--- config.mk ---
export PLATFORM = sky130hd
export DESIGN_NAME = yarp_load_wb
export DESIGN_NICKNAME = d
export VERILOG_FILES = /design/src/rtl/yarp_load_wb.sv
export SDC_FILE = /design/constraint.sdc
export NUM_CORES = 1
export LEC_CHECK = 0
export CAP_MARGIN = 10
export CORE_ASPECT_RATIO = 1.1
export CORE_MARGIN = 4
export CORE_UTILIZATION = 40
export DETAILED_ROUTE_END_ITERATION = 8
export PLACE_DENSITY = 0.79
export SLEW_MARGIN = 5
export SYNTH_ARGS = -nofsm -noshare
export SYNTH_HDL_FRONTEND = slang
export SYNTH_SLANG_ARGS = --single-unit
--- constraint.sdc ---
create_clock -name clk -period 5.2 [get_ports clk]
set_input_delay 1.56 -clock clk [delete_from_list [all_inputs] [get_ports clk]]
set_output_delay 1.56 -clock clk [all_outputs]
set_load 0.05 [all_outputs]
--- src/rtl/yarp_load_wb.sv ---
// YARP writeback stage: ALU results retire in one cycle; loads run a
// request/grant/response transaction, then byte-select and extend.
module yarp_load_wb (
  input  logic        clk,
  input  logic        reset_n,
  input  logic        valid_i,
  output logic        ready_o,
  input  logic [4:0]  rd_addr_i,
  input  logic        is_load_i,
  input  logic [1:0]  load_size_i,
  input  logic        load_zext_i,
  input  logic [31:0] alu_res_i,
  output logic        dmem_req_o,
  output logic [31:0] dmem_addr_o,
  input  logic        dmem_gnt_i,
  input  logic        dmem_rvalid_i,
  input  logic [31:0] dmem_rdata_i,
  output logic        wr_en_o,
  output logic [4:0]  rd_addr_o,
  output logic [31:0] wr_data_o,
  output logic        misalign_o
);

  typedef enum logic [1:0] {IDLE = 2'd0, REQ = 2'd1, WAIT = 2'd2} state_t;

  state_t      state;
  logic [4:0]  ld_rd;
  logic [1:0]  ld_size;
  logic        ld_zext;
  logic [1:0]  ld_off;
  logic        misaligned;
  logic [7:0]  ld_byte;
  logic [15:0] ld_half;
  logic [31:0] ld_ext;

  assign ready_o = (state == IDLE);

  // Half needs addr[0]=0; word (size 10 or 11) needs addr[1:0]=0.
  assign misaligned = ((load_size_i == 2'b01) && alu_res_i[0]) ||
                      (load_size_i[1] && (alu_res_i[1:0] != 2'b00));

  always_comb begin
    ld_byte = '0;
    ld_half = '0;
    ld_ext  = dmem_rdata_i;
    case (ld_off)
      2'b00:   ld_byte = dmem_rdata_i[7:0];
      2'b01:   ld_byte = dmem_rdata_i[15:8];
      2'b10:   ld_byte = dmem_rdata_i[23:16];
      default: ld_byte = dmem_rdata_i[31:24];
    endcase
    ld_half = ld_off[1] ? dmem_rdata_i[31:16] : dmem_rdata_i[15:0];
    if (ld_size == 2'b00)
      ld_ext = {{24{ld_byte[7] & ~ld_zext}}, ld_byte};
    else if (ld_size == 2'b01)
      ld_ext = {{16{ld_half[15] & ~ld_zext}}, ld_half};
  end

  always_ff @(posedge clk or negedge reset_n) begin
    if (!reset_n) begin
      state       <= IDLE;
      dmem_req_o  <= 1'b0;
      dmem_addr_o <= '0;
      wr_en_o     <= 1'b0;
      rd_addr_o   <= '0;
      wr_data_o   <= '0;
      misalign_o  <= 1'b0;
      ld_rd       <= '0;
      ld_size     <= '0;
      ld_zext     <= 1'b0;
      ld_off      <= '0;
    end else begin
      wr_en_o    <= 1'b0;
      misalign_o <= 1'b0;
      case (state)
        IDLE: begin
          if (valid_i) begin
            if (!is_load_i) begin
              // Writes to x0 are suppressed; outputs keep their last value.
              if (rd_addr_i != 5'd0) begin
                wr_en_o   <= 1'b1;
                rd_addr_o <= rd_addr_i;
                wr_data_o <= alu_res_i;
              end
            end else if (misaligned) begin
              misalign_o <= 1'b1;
            end else begin
              ld_rd       <= rd_addr_i;
              ld_size     <= load_size_i;
              ld_zext     <= load_zext_i;
              ld_off      <= alu_res_i[1:0];
              dmem_addr_o <= {alu_res_i[31:2], 2'b00};
              dmem_req_o  <= 1'b1;
              state       <= REQ;
            end
          end
        end
        REQ: begin
          if (dmem_gnt_i) begin
            dmem_req_o <= 1'b0;
            state      <= WAIT;
          end
        end
        WAIT: begin
          if (dmem_rvalid_i) begin
            if (ld_rd != 5'd0) begin
              wr_en_o   <= 1'b1;
              rd_addr_o <= ld_rd;
              wr_data_o <= ld_ext;
            end
            state <= IDLE;
          end
        end
        default: state <= IDLE;
      endcase
    end
  end

endmodule

==> results of run 1 <==
## stage by stage
stage / area, µm² / hold slack [ns] / setup WS, ns
3_5_place_dp: 5923 / 0.4666 / 0.9616
2_1_floorplan: 4377 / 0.4931 / 2.244
5_1_grt: 6222 / 0.5146 / 1.206
3_3_place_gp: 5923 / 0.4652 / 1.090
4_1_cts: 6222 / 0.4810 / 1.323
6_report: 6222 / 0.4840 / 1.336
## synthesized netlist by cell type
cell | n | share of area
a21o_1 | 1 | 0.0017
a21oi_1 | 16 | 0.018
a21oi_2 | 1 | 0.0020
a31oi_1 | 24 | 0.034
a32oi_1 | 5 | 0.010
and3b_1 | 7 | 0.014
buf_1 | 2 | 0.0017
buf_2 | 6 | 0.0069
buf_4 | 3 | 0.0051
buf_6 | 4 | 0.010
clkbuf_1 | 18 | 0.015
conb_1 | 1 | 0.00086
dfrtp_1 | 82 | 0.47
inv_1 | 6 | 0.0051
mux2_2 | 59 | 0.15
mux2_4 | 14 | 0.048
mux2i_1 | 5 | 0.011
mux4_2 | 8 | 0.041
nand2_1 | 29 | 0.025
nand2_2 | 1 | 0.0014
nand2b_1 | 3 | 0.0043
nand3_1 | 2 | 0.0023
nand3b_1 | 1 | 0.0017
nand4_1 | 1 | 0.0014
nor2_1 | 35 | 0.030
nor2b_1 | 9 | 0.013
nor3_1 | 5 | 0.0057
nor3b_1 | 7 | 0.012
o211ai_2 | 1 | 0.0029
o21a_1 | 7 | 0.012
o21ai_0 | 18 | 0.021
o21ba_2 | 1 | 0.0023
o31ai_1 | 3 | 0.0051
o41ai_1 | 1 | 0.0020
or3_1 | 5 | 0.0072
or4_1 | 2 | 0.0034
## registers in the layout (all words and copies together), names as in the netlist
register	count
ld_rd	5
ld_size	2
ld_off	2
dmem_req_o	1
ld_zext	1
dmem_addr_o	30
wr_en_o	1
state	2
wr_data_o	32
rd_addr_o	5
misalign_o	1
## cell usage in the layout (no fill, tap or decap), types with 3 or more instances in the layout
cell	instances
clkbuf_1	3
dfrtp_1	82
a21oi_1	16
mux4_2	8
mux2_2	59
nor3b_1	7
nor3_1	5
nor2b_1	8
nor2_1	35
mux2_4	14
a32oi_1	5
clkdlybuf4s50_1	147
o21a_1	7
or3_1	5
mux2i_1	5
clkbuf_16	9
buf_4	6
inv_1	6
and3b_1	7
a31oi_1	24
o21ai_0	18
nand2_1	29
## routing by layer
metal	vias to the layer above	routed length, µm
li1	1684	-
met1	1782	5541
met2	144	6449
met3	23	917
met4	0	322
met5	-	0
## cells by family (layout without fill, tap and decap cells)
family / count (synthesis) / count (layout) / synth area share
and+or+nand+nor: 107 / 107 / 0.1213
muxes: 86 / 86 / 0.2526
DFF: 82 / 82 / 0.4692
AOI/OAI and AO/OA: 78 / 78 / 0.1113
buffers and inverters: 39 / 175 / 0.04463
other: 1 / 2 / 0.0008575
## critical path: cells and delay by family
kind            cells  cell delay [ns]
compound gates      1             0.94
buf+inv             2             0.99
mux                 1             0.38
simple gates        2             0.20
## area by class of cell
type	instances	area (µm²)
clock buffers	14	264.0
clock inverters	2	35.03
fillers	909	4318
inverters	6	22.52
multi-input cells	273	2153
flip-flops and latches	82	2052
well taps	143	178.9
repair buffers	153	1516
## power groups by stage
stage                     clock (mW)  combinational [mW]  sequential [mW]
after CTS                      0.662                1.97             1.07
after floorplan                    0               0.580             1.79
after detailed placement           0                1.97             1.08
final                          0.653                1.96             1.07
after global placement             0                1.93             1.07
after global routing           0.688                2.05             1.11
## worst min path at each step
stage,start,end
6_report,dmem_req_o,dmem_req_o
5_1_grt,dmem_req_o,dmem_req_o
4_1_cts,dmem_req_o,dmem_req_o
3_5_place_dp,dmem_req_o,dmem_req_o
3_3_place_gp,dmem_req_o,dmem_req_o
2_1_floorplan,ld_rd[4],ld_rd[4]
==> summary.txt, run 1 <==
Status -> finished, final reports clean
Remaining DRCs -> 0
Reg2reg end -> wr_data_o[30]
Switching Power -> 1.640 mW
Max Clock Freq -> 258.8 MHz
Routed WL -> 13230 µm
Layout cells sized above 1 -> 0.2019
Setup CP Type -> input port to flop
# diodes -> 0
Clk root buf -> clkbuf_16
Yosys Warn Count -> 0
Final net count -> 603
Power Total -> 3.680 mW
GR Util met1 -> 0.2746
Drt first-iter violations -> 131
Initial antenna violation count -> 0
Sw frac -> 0.4457
DR vias/cell -> 5.398
Critical Path Slowest Stage Cell -> o31ai_4
Routed length per instance -> 19.66 µm
Critical path, cell by cell -> clkdlybuf4s50_1, or4_1, nor2_1, o31ai_4, buf_4, mux2_2
Cts bufs inserted -> 9
Synthesized instance count -> 393
Flop2flop setup slack -> 2.53 ns
Sequential area share after synthesis -> 0.4692
H-Tree Depth -> 3
Reg-to-Reg Start -> state[0]
Gpl congestion -> 0.8252
Hold Path Class -> flop to flop
Leakage -> 2.556 nW
Initial Util -> 0.4149
Power Density -> 591.5 nW/µm²
# port buffers -> 148
CTS Buffer Depth -> 2
Mapped cell area -> 4373 µm²
Die ar. -> 12670 µm²
Area grow syn2layout -> 42.29%
Number of synthesized register bits -> 82
Clock power frac -> 0.178
Core area -> 10540 µm²
Period utilisation layout -> 0.7432
Num rows -> 39
Clock transition at path regs -> 0.06 ns
Worst EP arrival -> 4.09 ns
Global routing usage on met3 -> 0.04717
CP required -> 5.42 ns
Post-synthesis area per instance -> 11.13 µm²
Met2 GRT Util -> 0.3410
CTS tree -> built
RSZ-0062 raised after global routing -> no
Tightest Pin Transition -> 1.136 ns
Worst reg-to-reg path cell count -> 5
Peak supply drop -> 321.8 µV
Postcts setup bufs -> 0
Die width -> 107.7 µm
Vias in the first global route -> 3860
Layout Cells excl Fill -> 673
Clock Sinks -> 82
# hold bufs at CTS -> 0
Hold Fails Final Rpt -> 0
Clk_lat worst skew -> 0.34 ns
Cells on Worst Hold Path -> 2
Drt pass-1 iters -> 7
Max Slew Vio Count -> 0
Setup TNS Final -> 0 ns
Crit. End Element -> flop
Layout Skew -> 0.005079 ns
Fin crit period -> 3.864 ns
Post-synth cell types -> 36
First-pass GRT wire length -> 20970 µm
Max Cap Viol -> 0
IO Count -> 151
Critical Path End -> wr_data_o[30]
Routed via count -> 3633
Total grt overflow -> 0
Die H -> 117.7 µm
Flop pwr share -> 0.290
PostCTS Resize Cnt -> 0
Total GRT Usage -> 0.2119
GRT busiest layer -> met2
Final design utilization -> 0.5903
Comb pwr share -> 0.532
Final setup fails -> 0
Critical Path Start Type -> input port
Critical path launch point -> rd_addr_i[2]
CP max FO -> 22
Routed Antenna Nets -> 0
Max incr delay on CP -> 0.94 ns
Internal -> 2.040 mW
Hpwl dp -> 9408 µm
Cells after DPL -> 657
Max_slew headroom -> 0.2428
Largest net degree at the start of global routing -> 83
(Power assumes the default switching activity.)
==> run 2: changes to the inputs <==
--- a/config.mk
+++ b/config.mk
@@ -10,7 +10,7 @@
 export CORE_MARGIN = 4
 export CORE_UTILIZATION = 40
 export DETAILED_ROUTE_END_ITERATION = 8
-export PLACE_DENSITY = 0.79
+export PLACE_DENSITY = 0.82
 export SLEW_MARGIN = 5
 export SYNTH_ARGS = -nofsm -noshare
 export SYNTH_HDL_FRONTEND = slang
==> constraint.sdc (replaced) <==
create_clock -name clk -period 3.55 [get_ports clk]
set_input_delay 1.065 -clock clk [delete_from_list [all_inputs] [get_ports clk]]
set_output_delay 1.065 -clock clk [all_outputs]
set_load 0.05 [all_outputs]
==> run 2 against run 1 <==
Compared with the run above: sequential share of layout area down 0.23 points; global-route usage down 0.33 points; non-clock buffer count up 3; sequential power up 47%; flip-flop and latch count unchanged; core utilization up 0.42 points; critical path depth down 4; first-iteration DRC count up 34%; final area up 0.70%; power up 48%; hold slack better by 0.010 ns; critical path type is now flop to primary output.
==> summary.txt, run 2 (same netlist as run 1, synthesis figures left out) <==
Largest net degree at the start of global routing -> 83
Period utilisation layout -> 0.8186
First-pass GRT wire length -> 20910 µm
CTS tree -> built
DR vias/cell -> 5.493
Regs by FF count -> wr_data_o: 32 flops, dmem_addr_o: 30 flops
Setup CP Type -> flop to primary output
Worst reg-to-reg path cell count -> 4
Leakage -> 2.577 nW
Worst EP arrival -> 1.84 ns
Max FFs per register -> 32
Cts bufs inserted -> 9
Initial Util -> 0.4149
Setup TNS Final -> 0 ns
Peak supply drop -> 508.9 µV
Routed WL -> 13040 µm
CTS Buffer Depth -> 2
Hpwl dp -> 9361 µm
Core area -> 10540 µm²
Tightest Pin Transition -> 1.020 ns
Max Clock Freq -> 344.1 MHz
Critical path launch point -> state[0]
PostCTS Resize Cnt -> 0
Critical Path End -> ready_o
Area grow syn2layout -> 43.29%
Drt pass-1 iters -> 4
Status -> finished, final reports clean
Most common cell after layout, fill and taps aside -> clkdlybuf4s50_1
Gpl congestion -> 0.8474
Final design utilization -> 0.5945
Num rows -> 39
H-Tree Depth -> 3
Max Slew Vio Count -> 0
CP max FO -> 5
Layout Skew -> 0.004922 ns
IO Count -> 151
Total grt overflow -> 0
Power Density -> 866.5 nW/µm²
Routed via count -> 3702
# hold bufs at CTS -> 0
Die H -> 117.7 µm
Routed length per instance -> 19.34 µm
Worst Min Path Start -> dmem_req_o
Clock transition at path regs -> 0.06 ns
Flop2flop setup slack -> 1.24 ns
Die width -> 107.7 µm
Clock Sinks -> 82
RSZ-0062 raised after global routing -> no
Fin crit period -> 2.906 ns
Commonest non-fill, non-tap cells in the layout -> 147 x clkdlybuf4s50_1, 82 x dfrtp_1, 59 x mux2_2
Reg2reg end -> wr_data_o[14]
Clk root buf -> clkbuf_16
Die ar. -> 12670 µm²
Layout cells sized above 1 -> 0.2072
# port buffers -> 148
Critical Path Start Type -> flop
Final setup fails -> 0
Hold Path Class -> flop to flop
Drt first-iter violations -> 175
Initial antenna violation count -> 0
Top reg by flops -> wr_data_o
Crit. End Element -> primary output
Remaining DRCs -> 0
Clk_lat worst skew -> 0.33 ns
Hold Fails Final Rpt -> 0
Vias in the first global route -> 3868
Postcts setup bufs -> 0
Reg-to-Reg Start -> ld_off[0]
Routed Antenna Nets -> 0
# diodes -> 0
CP required -> 2.48 ns
Final net count -> 606
Max Cap Viol -> 0
Max_slew headroom -> 0.3201
Total GRT Usage -> 0.2086
[run 2: layout make-up]
cell class | count | area [µm²]
fill | 868 | 4274
multi-input combinational | 273 | 2153
sequential | 82 | 2052
timing repair buffer | 156 | 1551
clock buffer | 11 | 242.7
tap | 143 | 178.9
clock inverter | 3 | 65.06
inverter | 6 | 22.52
[run 2: through the flow]
stage	cells	total power [mW]	hold slack (ns)	setup WS [ns]	area, µm²
final	674	5.430	0.4941	0.6439	6266
after global routing	674	5.670	0.5175	0.5757	6266
after CTS	674	5.466	0.4970	0.6307	6266
after detailed placement	660	4.468	0.4828	0.5250	5958
after global placement	660	4.405	0.4645	0.6052	5958
after floorplan	394	3.467	0.4931	1.089	4377
[run 2: how the worst min path moves through the flow]
stage | endpoint | depth (start not counted)
finish | dmem_req_o | 2
global route | dmem_req_o | 2
CTS | dmem_req_o | 2
detailed placement | dmem_req_o | 2
global placement | dmem_req_o | 2
floorplan | ld_rd[4] | 1
[run 2: critical path, cell delays in order, from the launching register on]
cell and delay (ns):
dfrtp_1 0.44, nor2_1 0.21, clkdlybuf4s50_1 0.85
[run 2: power breakdown]
part	internal, mW	switching [mW]
clock network	0.626	0.355
logic	1.12	1.77
registers	1.29	0.272
total	3.04	2.39
[run 2: routing by layer]
metal / up-vias / GRT usage / wire (µm) / share of wire
met5: - / 0 / 0 / 0
met4: 0 / 0.07340 / 209 / 0.016
met3: 18 / 0.04169 / 1024 / 0.079
met2: 153 / 0.3460 / 6520 / 0.50
met1: 1850 / 0.2696 / 5282 / 0.41
li1: 1681 / - / - / -
